`config.mk`:
```
export PLATFORM = sky130hd
export DESIGN_NAME = baby_store_harness
export DESIGN_NICKNAME = d
export VERILOG_FILES = /design/src/rtl/baby_pkg.sv /design/src/rtl/baby_store_array.sv /design/src/rtl/baby_store_harness.sv
export SDC_FILE = /design/constraint.sdc
export NUM_CORES = 2
export LEC_CHECK = 0
export ABC_AREA = 1
export ABC_CLOCK_PERIOD_IN_PS = 43000
export CORE_AREA = 4 4 364 366
export DETAILED_ROUTE_END_ITERATION = 8
export DIE_AREA = 0 0 368 370
export GPL_ROUTABILITY_DRIVEN = 0
export SLEW_MARGIN = 20
export SYNTH_ARGS = -nofsm -noshare
export SYNTH_HDL_FRONTEND = slang
export SYNTH_SLANG_ARGS = --single-unit
export TNS_END_PERCENT = 100
```
`constraint.sdc`:
```
create_clock -name clock -period 43 [get_ports clock]
set_input_delay 8.6 -clock clock [delete_from_list [all_inputs] [get_ports clock]]
set_output_delay 8.6 -clock clock [all_outputs]
set_load 0.005 [all_outputs]
```
`src/rtl/baby_pkg.sv`:
```
`default_nettype none
// ============================================================================
// Package  : baby_pkg
// Purpose  : Shared types and default sizes for the Manchester Baby store.
// Revision : 1.0
// ============================================================================
package baby_pkg;

    localparam int BABY_WORD_W = 32;
    localparam int BABY_DEPTH  = 32;

    typedef enum logic [1:0] {
        ST_RUN  = 2'd0,
        ST_HOST = 2'd1,
        ST_DUMP = 2'd2,
        ST_DONE = 2'd3
    } state_e;

endpackage
`default_nettype wire

```
`src/rtl/baby_store_array.sv`:
```
`default_nettype none
// ============================================================================
// Module   : baby_store_array
// Purpose  : DEPTH x WORD_W register store, two async read ports, one write port.
// Revision : 1.0
// ============================================================================
module baby_store_array
    import baby_pkg::*;
#(
    parameter int WORD_W         = BABY_WORD_W,
    parameter int DEPTH          = BABY_DEPTH,
    parameter int ADDR_W         = $clog2(DEPTH),
    parameter int CLEAR_ON_RESET = 1
) (
    input  logic              clock,
    input  logic              reset_i,
    input  logic              we_i,
    input  logic [ADDR_W-1:0] waddr_i,
    input  logic [WORD_W-1:0] wdata_i,
    input  logic [ADDR_W-1:0] raddr_a_i,
    output logic [WORD_W-1:0] rdata_a_o,
    input  logic [ADDR_W-1:0] raddr_b_i,
    output logic [WORD_W-1:0] rdata_b_o
);

    localparam logic [ADDR_W:0] LINES = (ADDR_W + 1)'(DEPTH);

    logic [WORD_W-1:0] mem_q [DEPTH];
    logic              wr_ok;

    // Addresses beyond the last line drop writes and read back as zero.
    assign wr_ok     = we_i && ({1'b0, waddr_i} < LINES);
    assign rdata_a_o = ({1'b0, raddr_a_i} < LINES) ? mem_q[raddr_a_i] : '0;
    assign rdata_b_o = ({1'b0, raddr_b_i} < LINES) ? mem_q[raddr_b_i] : '0;

    generate
        if (CLEAR_ON_RESET != 0) begin : g_clear
            always_ff @(posedge clock or posedge reset_i) begin
                if (reset_i) begin
                    for (int i = 0; i < DEPTH; i++) begin
                        mem_q[i] <= '0;
                    end
                end else if (wr_ok) begin
                    mem_q[waddr_i] <= wdata_i;
                end
            end
        end else begin : g_keep
            // Contents survive reset; only writes issued during reset are blocked.
            always_ff @(posedge clock) begin
                if (wr_ok && !reset_i) begin
                    mem_q[waddr_i] <= wdata_i;
                end
            end
        end
    endgenerate

endmodule
`default_nettype wire

```
`src/rtl/baby_store_harness.sv`:
```
`default_nettype none
// ============================================================================
// Module   : baby_store_harness
// Purpose  : Baby main store with host load/peek port and auto-dump on stop lamp.
// Revision : 1.0
// ============================================================================
module baby_store_harness
    import baby_pkg::*;
#(
    parameter int WORD_W         = BABY_WORD_W,
    parameter int DEPTH          = BABY_DEPTH,
    parameter int ADDR_W         = $clog2(DEPTH),
    parameter int CLEAR_ON_RESET = 1
) (
    input  logic              clock,
    input  logic              reset_i,
    input  logic [ADDR_W-1:0] cpu_addr_i,
    input  logic [WORD_W-1:0] cpu_data_i,
    input  logic              cpu_rw_en_i,
    output logic [WORD_W-1:0] cpu_data_o,
    output logic              cpu_hold_o,
    input  logic              stop_lamp_i,
    input  logic              host_valid_i,
    output logic              host_ready_o,
    input  logic              host_we_i,
    input  logic [ADDR_W-1:0] host_addr_i,
    input  logic [WORD_W-1:0] host_data_i,
    output logic              host_rvalid_o,
    output logic [WORD_W-1:0] host_rdata_o,
    input  logic              host_mode_i,
    output logic              dump_valid_o,
    input  logic              dump_ready_i,
    output logic [ADDR_W-1:0] dump_addr_o,
    output logic [WORD_W-1:0] dump_data_o,
    output logic              dump_last_o
);

    localparam logic [ADDR_W-1:0] LAST_ADDR = ADDR_W'(DEPTH - 1);

    state_e            state_q, state_d;
    logic [ADDR_W-1:0] ptr_q, ptr_d;
    logic [WORD_W-1:0] rdata_q, rdata_d;
    logic              lamp_q;
    logic              hold_q, ready_q, rvalid_q, valid_q, last_q;
    logic              rvalid_d;

    logic              host_acc, dump_hs, lamp_rise, cpu_we;
    logic              we;
    logic [ADDR_W-1:0] waddr, rd_b_addr;
    logic [WORD_W-1:0] wdata, rd_b_data;

    assign host_acc  = host_valid_i && ready_q;
    assign dump_hs   = valid_q && dump_ready_i;
    assign lamp_rise = stop_lamp_i && !lamp_q;
    assign cpu_we    = (state_q == ST_RUN) && cpu_rw_en_i;

    assign we        = cpu_we || (host_acc && host_we_i);
    assign waddr     = host_acc ? host_addr_i : cpu_addr_i;
    assign wdata     = host_acc ? host_data_i : cpu_data_i;
    // Second read port is shared: dump pointer while dumping, host address otherwise.
    assign rd_b_addr = (state_q == ST_DUMP) ? ptr_q : host_addr_i;

    baby_store_array #(
        .WORD_W         (WORD_W),
        .DEPTH          (DEPTH),
        .ADDR_W         (ADDR_W),
        .CLEAR_ON_RESET (CLEAR_ON_RESET)
    ) u_array (
        .clock     (clock),
        .reset_i   (reset_i),
        .we_i      (we),
        .waddr_i   (waddr),
        .wdata_i   (wdata),
        .raddr_a_i (cpu_addr_i),
        .rdata_a_o (cpu_data_o),
        .raddr_b_i (rd_b_addr),
        .rdata_b_o (rd_b_data)
    );

    always_comb begin
        state_d  = state_q;
        ptr_d    = ptr_q;
        rdata_d  = rdata_q;
        rvalid_d = host_acc && !host_we_i;
        unique case (state_q)
            ST_RUN: begin
                // Host request takes priority; a coincident lamp edge is lost.
                if (host_mode_i) begin
                    state_d = ST_HOST;
                end else if (lamp_rise) begin
                    state_d = ST_DUMP;
                    ptr_d   = '0;
                end
            end
            ST_HOST: begin
                if (host_acc && !host_we_i) begin
                    rdata_d = rd_b_data;
                end
                if (!host_mode_i && !host_acc) begin
                    state_d = ST_RUN;
                end
            end
            ST_DUMP: begin
                if (dump_hs) begin
                    if (ptr_q == LAST_ADDR) begin
                        state_d = ST_DONE;
                    end else begin
                        ptr_d = ptr_q + 1'b1;
                    end
                end
            end
            ST_DONE: begin
                if (host_mode_i) begin
                    state_d = ST_HOST;
                end
            end
            default: state_d = ST_RUN;
        endcase
    end

    always_ff @(posedge clock or posedge reset_i) begin
        if (reset_i) begin
            state_q  <= ST_RUN;
            ptr_q    <= '0;
            rdata_q  <= '0;
            lamp_q   <= 1'b0;
            hold_q   <= 1'b0;
            ready_q  <= 1'b0;
            rvalid_q <= 1'b0;
            valid_q  <= 1'b0;
            last_q   <= 1'b0;
        end else begin
            state_q  <= state_d;
            ptr_q    <= ptr_d;
            rdata_q  <= rdata_d;
            lamp_q   <= stop_lamp_i;
            hold_q   <= (state_d != ST_RUN);
            ready_q  <= (state_d == ST_HOST);
            rvalid_q <= rvalid_d;
            valid_q  <= (state_d == ST_DUMP);
            last_q   <= (state_d == ST_DUMP) && (ptr_d == LAST_ADDR);
        end
    end

    assign cpu_hold_o    = hold_q;
    assign host_ready_o  = ready_q;
    assign host_rvalid_o = rvalid_q;
    assign host_rdata_o  = rdata_q;
    assign dump_valid_o  = valid_q;
    assign dump_addr_o   = ptr_q;
    assign dump_last_o   = last_q;
    assign dump_data_o   = valid_q ? rd_b_data : '0;

endmodule
`default_nettype wire
```
# ---- After elaboration in Yosys (flattened, before gate mapping)
# Cells that the tools add are included.
dict set report word_totals {
  input_bits 82
  wordCells 98
  output_inout_bits 106
  ramBits 0
  latchBits 0
  memories 0
  regBits 1069
  mem_bits_ro 0
}
dict set report classes {
  n_mul 0
  bitwise_logic 3
  n_div 0
  shift 0
  muxes 25
  order_cmp 4
  addsub 1
  n_reduce_logical 17
  n_eq_ne 7
}
# operator n
set ops {}
lappend ops {{$bwmux W1024} 1}
lappend ops {{$bmux W32 S5} 2}
lappend ops {{$mux W32} 7}
lappend ops {{$demux W32 S5} 1}
lappend ops {{$mux W5} 6}
lappend ops {{$ge A6 B6 Y1 const B} 3}
lappend ops {{$not A5 Y6} 3}
lappend ops {{$mux W2} 6}
lappend ops {{$eq A5 B5 Y1 const B} 2}
lappend ops {{$pmux W5 S2} 1}
lappend ops {{$logic_and A1 B1 Y1} 9}
lappend ops {{$pmux W2 S4} 1}
lappend ops {{$eq A2 B2 Y1 const B} 3}
lappend ops {{$lt A6 B1 Y1 const B} 1}
lappend ops {{$add A5 B1 Y5 const B} 1}
lappend ops {{$eq A2 B1 Y1 const B} 2}
lappend ops {{$logic_not A1 Y1} 4}
lappend ops {{$logic_not A2 Y1} 1}
lappend ops {{$reduce_and A2 Y1} 1}
lappend ops {{$reduce_bool A2 Y1} 1}
lappend ops {{$logic_or A1 B1 Y1} 1}

# ---- Logic depth before layout (Yosys ltp)
dict set report logic_depth {
  word_depth 8
  ltp_mapped 15
  depth_no_buf 12
}

# ---- Hierarchy
# Synthesis repeated with hierarchy kept, for this count alone.
dict set report hier_totals {
  cells_unflattened 8587
  hier_area_um2 59263.1
}
# module instances seq_area_each_um2 area_each_um2 cells_each
set modules_own_cells {}
lappend modules_own_cells {baby_store_array 1 25624.6 56544.2 8310}
lappend modules_own_cells {baby_store_harness 1 1126.1 2718.9 277}

# ---- Worst setup path after synthesis
# OpenSTA, ideal clock, no wires.
dict set report synth_timing {
  kind {input to output}
  from {in cpu_addr_i[0]}
  to {out cpu_data_o[0]}
  slack_ns 24.439
  n_path_buf 5
  cell_stages 9
  required_ns 34.400
  arrival_time_ns 9.961
  path_cell_list {buf_2 buf_4 buf_2 clkbuf_1 buf_2 nor2_1 o221ai_1 nand3_1 a21oi_1}
}
dict set report synth_between {
  elab_chain_cells 4
}
# element line
set synth_rtl {}
lappend synth_rtl {{start, declared} baby_store_harness.sv:17} ;# input logic [ADDR_W-1:0] cpu_addr_i,
lappend synth_rtl {{$not A5 Y6 (not written as such)} baby_store_array.sv:33} ;# assign rdata_a_o = ({1'b0, raddr_a_i} < LINES) ? mem_q[raddr_a_i] : '0;
lappend synth_rtl {{$bmux W32 S5} baby_store_array.sv:33}
lappend synth_rtl {{$mux W32 (not written as such) (2 in a row)} baby_store_array.sv:33}
lappend synth_rtl {{end, declared} baby_store_harness.sv:20} ;# output logic [WORD_W-1:0] cpu_data_o,
# Every way passes these cells. The select of a mux whose other input is x is not followed.

# ---- Worst setup path in the final report
dict set report layout_timing {
  from {in host_addr_i[0]}
  to {out dump_data_o[12]}
}
dict set report layout_between {
  elab_chain_cells 6
}
# element line
set layout_rtl {}
lappend layout_rtl {{start, declared} baby_store_harness.sv:26} ;# input logic [ADDR_W-1:0] host_addr_i,
lappend layout_rtl {{$mux W5} baby_store_harness.sv:61} ;# assign rd_b_addr = (state_q == ST_DUMP) ? ptr_q : host_addr_i;
lappend layout_rtl {{$not A5 Y6 (not written as such)} baby_store_array.sv:34} ;# assign rdata_b_o = ({1'b0, raddr_b_i} < LINES) ? mem_q[raddr_b_i] : '0;
lappend layout_rtl {{$bmux W32 S5} baby_store_array.sv:34}
lappend layout_rtl {{$mux W32 (not written as such) (2 in a row)} baby_store_array.sv:34}
lappend layout_rtl {{$mux W32} baby_store_harness.sv:152} ;# assign dump_data_o = valid_q ? rd_b_data : '0;
lappend layout_rtl {{end, declared} baby_store_harness.sv:34} ;# output logic [WORD_W-1:0] dump_data_o,
# Every way passes these cells. The select of a mux whose other input is x is not followed.

==> impl_metrics.csv <==
group,metric,value,unit
drt,drt-total-wl,244,mm
synthesis,synth_warnings,0,
finish,post_route_cells_drive_above_1_share,0.0585,
grt,grt_remaining_overflow,0,
finish,syn_to_final_growth,11.1,%
worst_setup_path,r2r_start,"state_q[1]",
pwr,p_leak,27.8,nW
synthesis,netlist_area,57700,um2
clock_network,clockBufferDepth,3,
finish,nets,7543,
clock_network,clkSinkCount,1069,
place,io_buffer_count,187,
place,hpwl,124,mm
drt,drtIter0Drc,9398,
synthesis,yosysTopAreaCellShare,0.463,
drt,vias,58937,
worst_setup_path,setup.worst_path.start,"host_addr_i[0]",
worst_setup_path,required,34400,ps
synthesis,ys_seq_elements,1069,
worst_setup_path,end_kind,"output port",
run_status,violations,"DRC",
clock_network,clk_pin_slew,60,ps
grt,grt_pass1_vias,55060,
job,cap_violations,0,
sta,rsz0062_at_grt,"false",
synthesis,ys.flop_type,"dfrtp_1",
synthesis,synth_edf_count,0,
synthesis,syn-num-nets,7868,
grt,grt_pass1_wl,363,mm
clock_network,post_cts.repair.setup_buffers,0,
clock_network,cts-root-buf,"clkbuf_16",
drt,viasPerCell,6.34,
clock_network,cts_htree_levels,3,
pwr,p_clk_frac,0.257,
worst_setup_path,r2r_slack,37760,ps
grt,antenna_found_initial,4,
die,chipWidth,368,um
pwr,p_sw_frac,0.400,
grt,grt_use_total,0.351,
synthesis,yosysTopAreaCell,"dfrtp_1",
pwr,p_sw,0.00167,W
clock_network,cts_buffers,117,
finish,filler_cell_count,12686,
worst_setup_path,rr_worst_depth,12,
worst_setup_path,arrival,14120,ps
drt,wire_per_inst,26.3,um
die,core_area,129000,um2
sta,layout_setup_ws,20280,ps
run_status,status,"complete, but fails checks",
synthesis,ys_seq_area_frac,0.463,
sta,slew_headroom,0.208,
sta,fin_setup_tns,0,ps
die,rows,132,
die,die_area,136000,um2
worst_setup_path,r2r_end,"host_rdata_o[27]",
worst_setup_path,worstSetupEndpoint,"dump_data_o[12]",
die,ios,188,
pwr,total_power,0.00419,W
synthesis,async_reset_ff_frac,1.00,
synthesis,yosys-top-cells-area,"dfrtp_1, nand2_1, nand3_1, o21ai_0, nor2_1",
clock_network,cts-resized-gates,0,
synthesis,synth_cell_types,34,
die,start_util,0.447,
sta,slew_violations,0,
worst_hold_path,min_path_type,"register to register",
sta,hold_viol_final,0,
worst_setup_path,critPathLaunchType,"primary input",
worst_setup_path,path_class,"primary input to output port",
sta,finalSetupViolCount,0,
pwr,power_density,65.2,nW/um2
grt,grt_max_degree,190,
worst_setup_path,crit_fanout,97,
pwr,p_comb_frac,0.342,
synthesis,avgSynthCellArea,7.42,um2
sta,clock.fmax,44.0,MHz
pwr,p_int,0.00251,W
place,pre_cts_slack,20160,ps
sta,layout_min_cycle_time,22720,ps
synthesis,synth_cells,7785,
pwr,power_frac_seq,0.402,
synthesis,synth_commonest_cells,"nand2_1, nand3_1, o21ai_0",
synthesis,yosysMostFrequentCell,"nand2_1",
sta,worst_pin_slew,1190,ps
drt,drtPass1Iterations,9,
die,die_y,370,um
sta,worst_clock_skew,16.0,ps
pwr,ir_drop,56.9,uV
clock_network,clk_latency,750,ps
clock_network,hold_buffers,0,
sta,fin_crit_sh,0.528,
drt,antenna_left,0,
drt,drc_errors,2,
clock_network,tritoncts,"built",
==> cells by family after synthesis <==
logic type               Yosys count  synth area share
AND/OR/NAND/NOR                 3936             0.288
AO/OA/AOI/OAI                   1947             0.184
flip-flops                      1069             0.463
buffers and inverters            800            0.0586
multiplexers                      32           0.00555
adder cells (fa/ha/maj)            1          0.000217
==> per-layer routing <==
metal,GRT usage,part of all wire,up-vias
met5,0,0.000082,-
met4,0.134,0.043,2
met3,0.0914,0.13,684
met2,0.521,0.42,4020
met1,0.492,0.41,28336
li1,-,-,25895
==> placed cells by master (no fill, tap or decap), types with 3 or more instances in the layout <==
master / count
nand2_1: 2049
nand3_1: 1224
o21ai_0: 1190
dfrtp_1: 1069
nor2_1: 602
o21ai_1: 386
o221ai_1: 191
clkdlybuf4s50_1: 182
clkbuf_16: 121
buf_4: 110
a21oi_1: 77
o22ai_1: 58
clkbuf_8: 35
nand2_4: 32
a31oi_1: 30
inv_1: 28
mux2i_2: 26
clkinv_2: 23
clkbuf_1: 21
buf_12: 11
bufinv_16: 10
inv_2: 8
nor2_4: 8
nand2_2: 7
mux2i_4: 6
o21ai_4: 5
inv_6: 5
nor2_8: 4
clkinvlp_4: 4
o21ai_2: 3
inv_4: 3
inv_8: 3
nand2_8: 3
nand4_1: 3
buf_8: 3
==> layout make-up <==
class                           instances  area (um2)  area share
Multi-Input combinational cell       5916       28000       0.436
Sequential cell                      1069       26800       0.417
Clock buffer                          177        3590      0.0559
Timing Repair Buffer                  311        2990      0.0466
Tap cell                             1742        2180      0.0340
Clock inverter                         41         492     0.00766
Inverter                               45         209     0.00326
Antenna cell                            2        5.00   0.0000780
==> critical path, stage by stage <==
cell and delay (ps):
clkdlybuf4s50_1 630, nand2_8 310, nand2_8 550, buf_4 890
buf_4 1010, nand2_1 110, nand3_1 110, nand3_1 90
nand3_1 130, nand3_1 110, a21oi_1 720, clkdlybuf4s50_1 650
==> worst min path at each step <==
| stage | startpoint | to | slack, ps | depth (start not counted) |
|---|---|---|---|---|
| after floorplan | u_array.mem_q[160] | u_array.mem_q[160] | 470 | 2 |
| after global placement | host_rdata_o[20] | host_rdata_o[20] | 460 | 2 |
| after detailed placement | host_rdata_o[20] | host_rdata_o[20] | 460 | 2 |
| after CTS | host_rdata_o[20] | host_rdata_o[20] | 480 | 2 |
| after global routing | host_rdata_o[27] | host_rdata_o[27] | 510 | 2 |
| final | host_rdata_o[16] | host_rdata_o[16] | 480 | 2 |
==> metrics by stage <==
| stage | std cells | utilization | hold WS (ps) | instance area, um2 |
|---|---|---|---|---|
| detailed placement | 9082 | 0.465 | 465 | 60000 |
| global placement | 9080 | 0.465 | 461 | 60000 |
| global route | 9301 | 0.497 | 508 | 64200 |
| finish | 9303 | 0.497 | 478 | 64200 |
| CTS | 9300 | 0.496 | 481 | 64100 |
| floorplan | 7785 | - | 469 | 57700 |
==> flip-flops by register name, summed over array words and instances (netlist names) <==
signal and count:
lamp_q 1, host_rvalid_o 1, host_ready_o 1, cpu_hold_o 1, dump_last_o 1, u_array.mem_q 1024
state_q 2, host_rdata_o 32, dump_addr_o 5, dump_valid_o 1
==> power groups by stage <==
| stage | sequential (W) | clock (W) | combinational, W |
|---|---|---|---|
| 5_1_grt | 0.00173 | 0.00113 | 0.00158 |
| 3_3_place_gp | 0.00168 | 0 | 0.00137 |
| 2_1_floorplan | 0.00161 | 0 | 0.000968 |
| 3_5_place_dp | 0.00168 | 0 | 0.00140 |
| 4_1_cts | 0.00167 | 0.00109 | 0.00140 |
| 6_report | 0.00168 | 0.00107 | 0.00143 |
(Power assumes the default switching activity.)
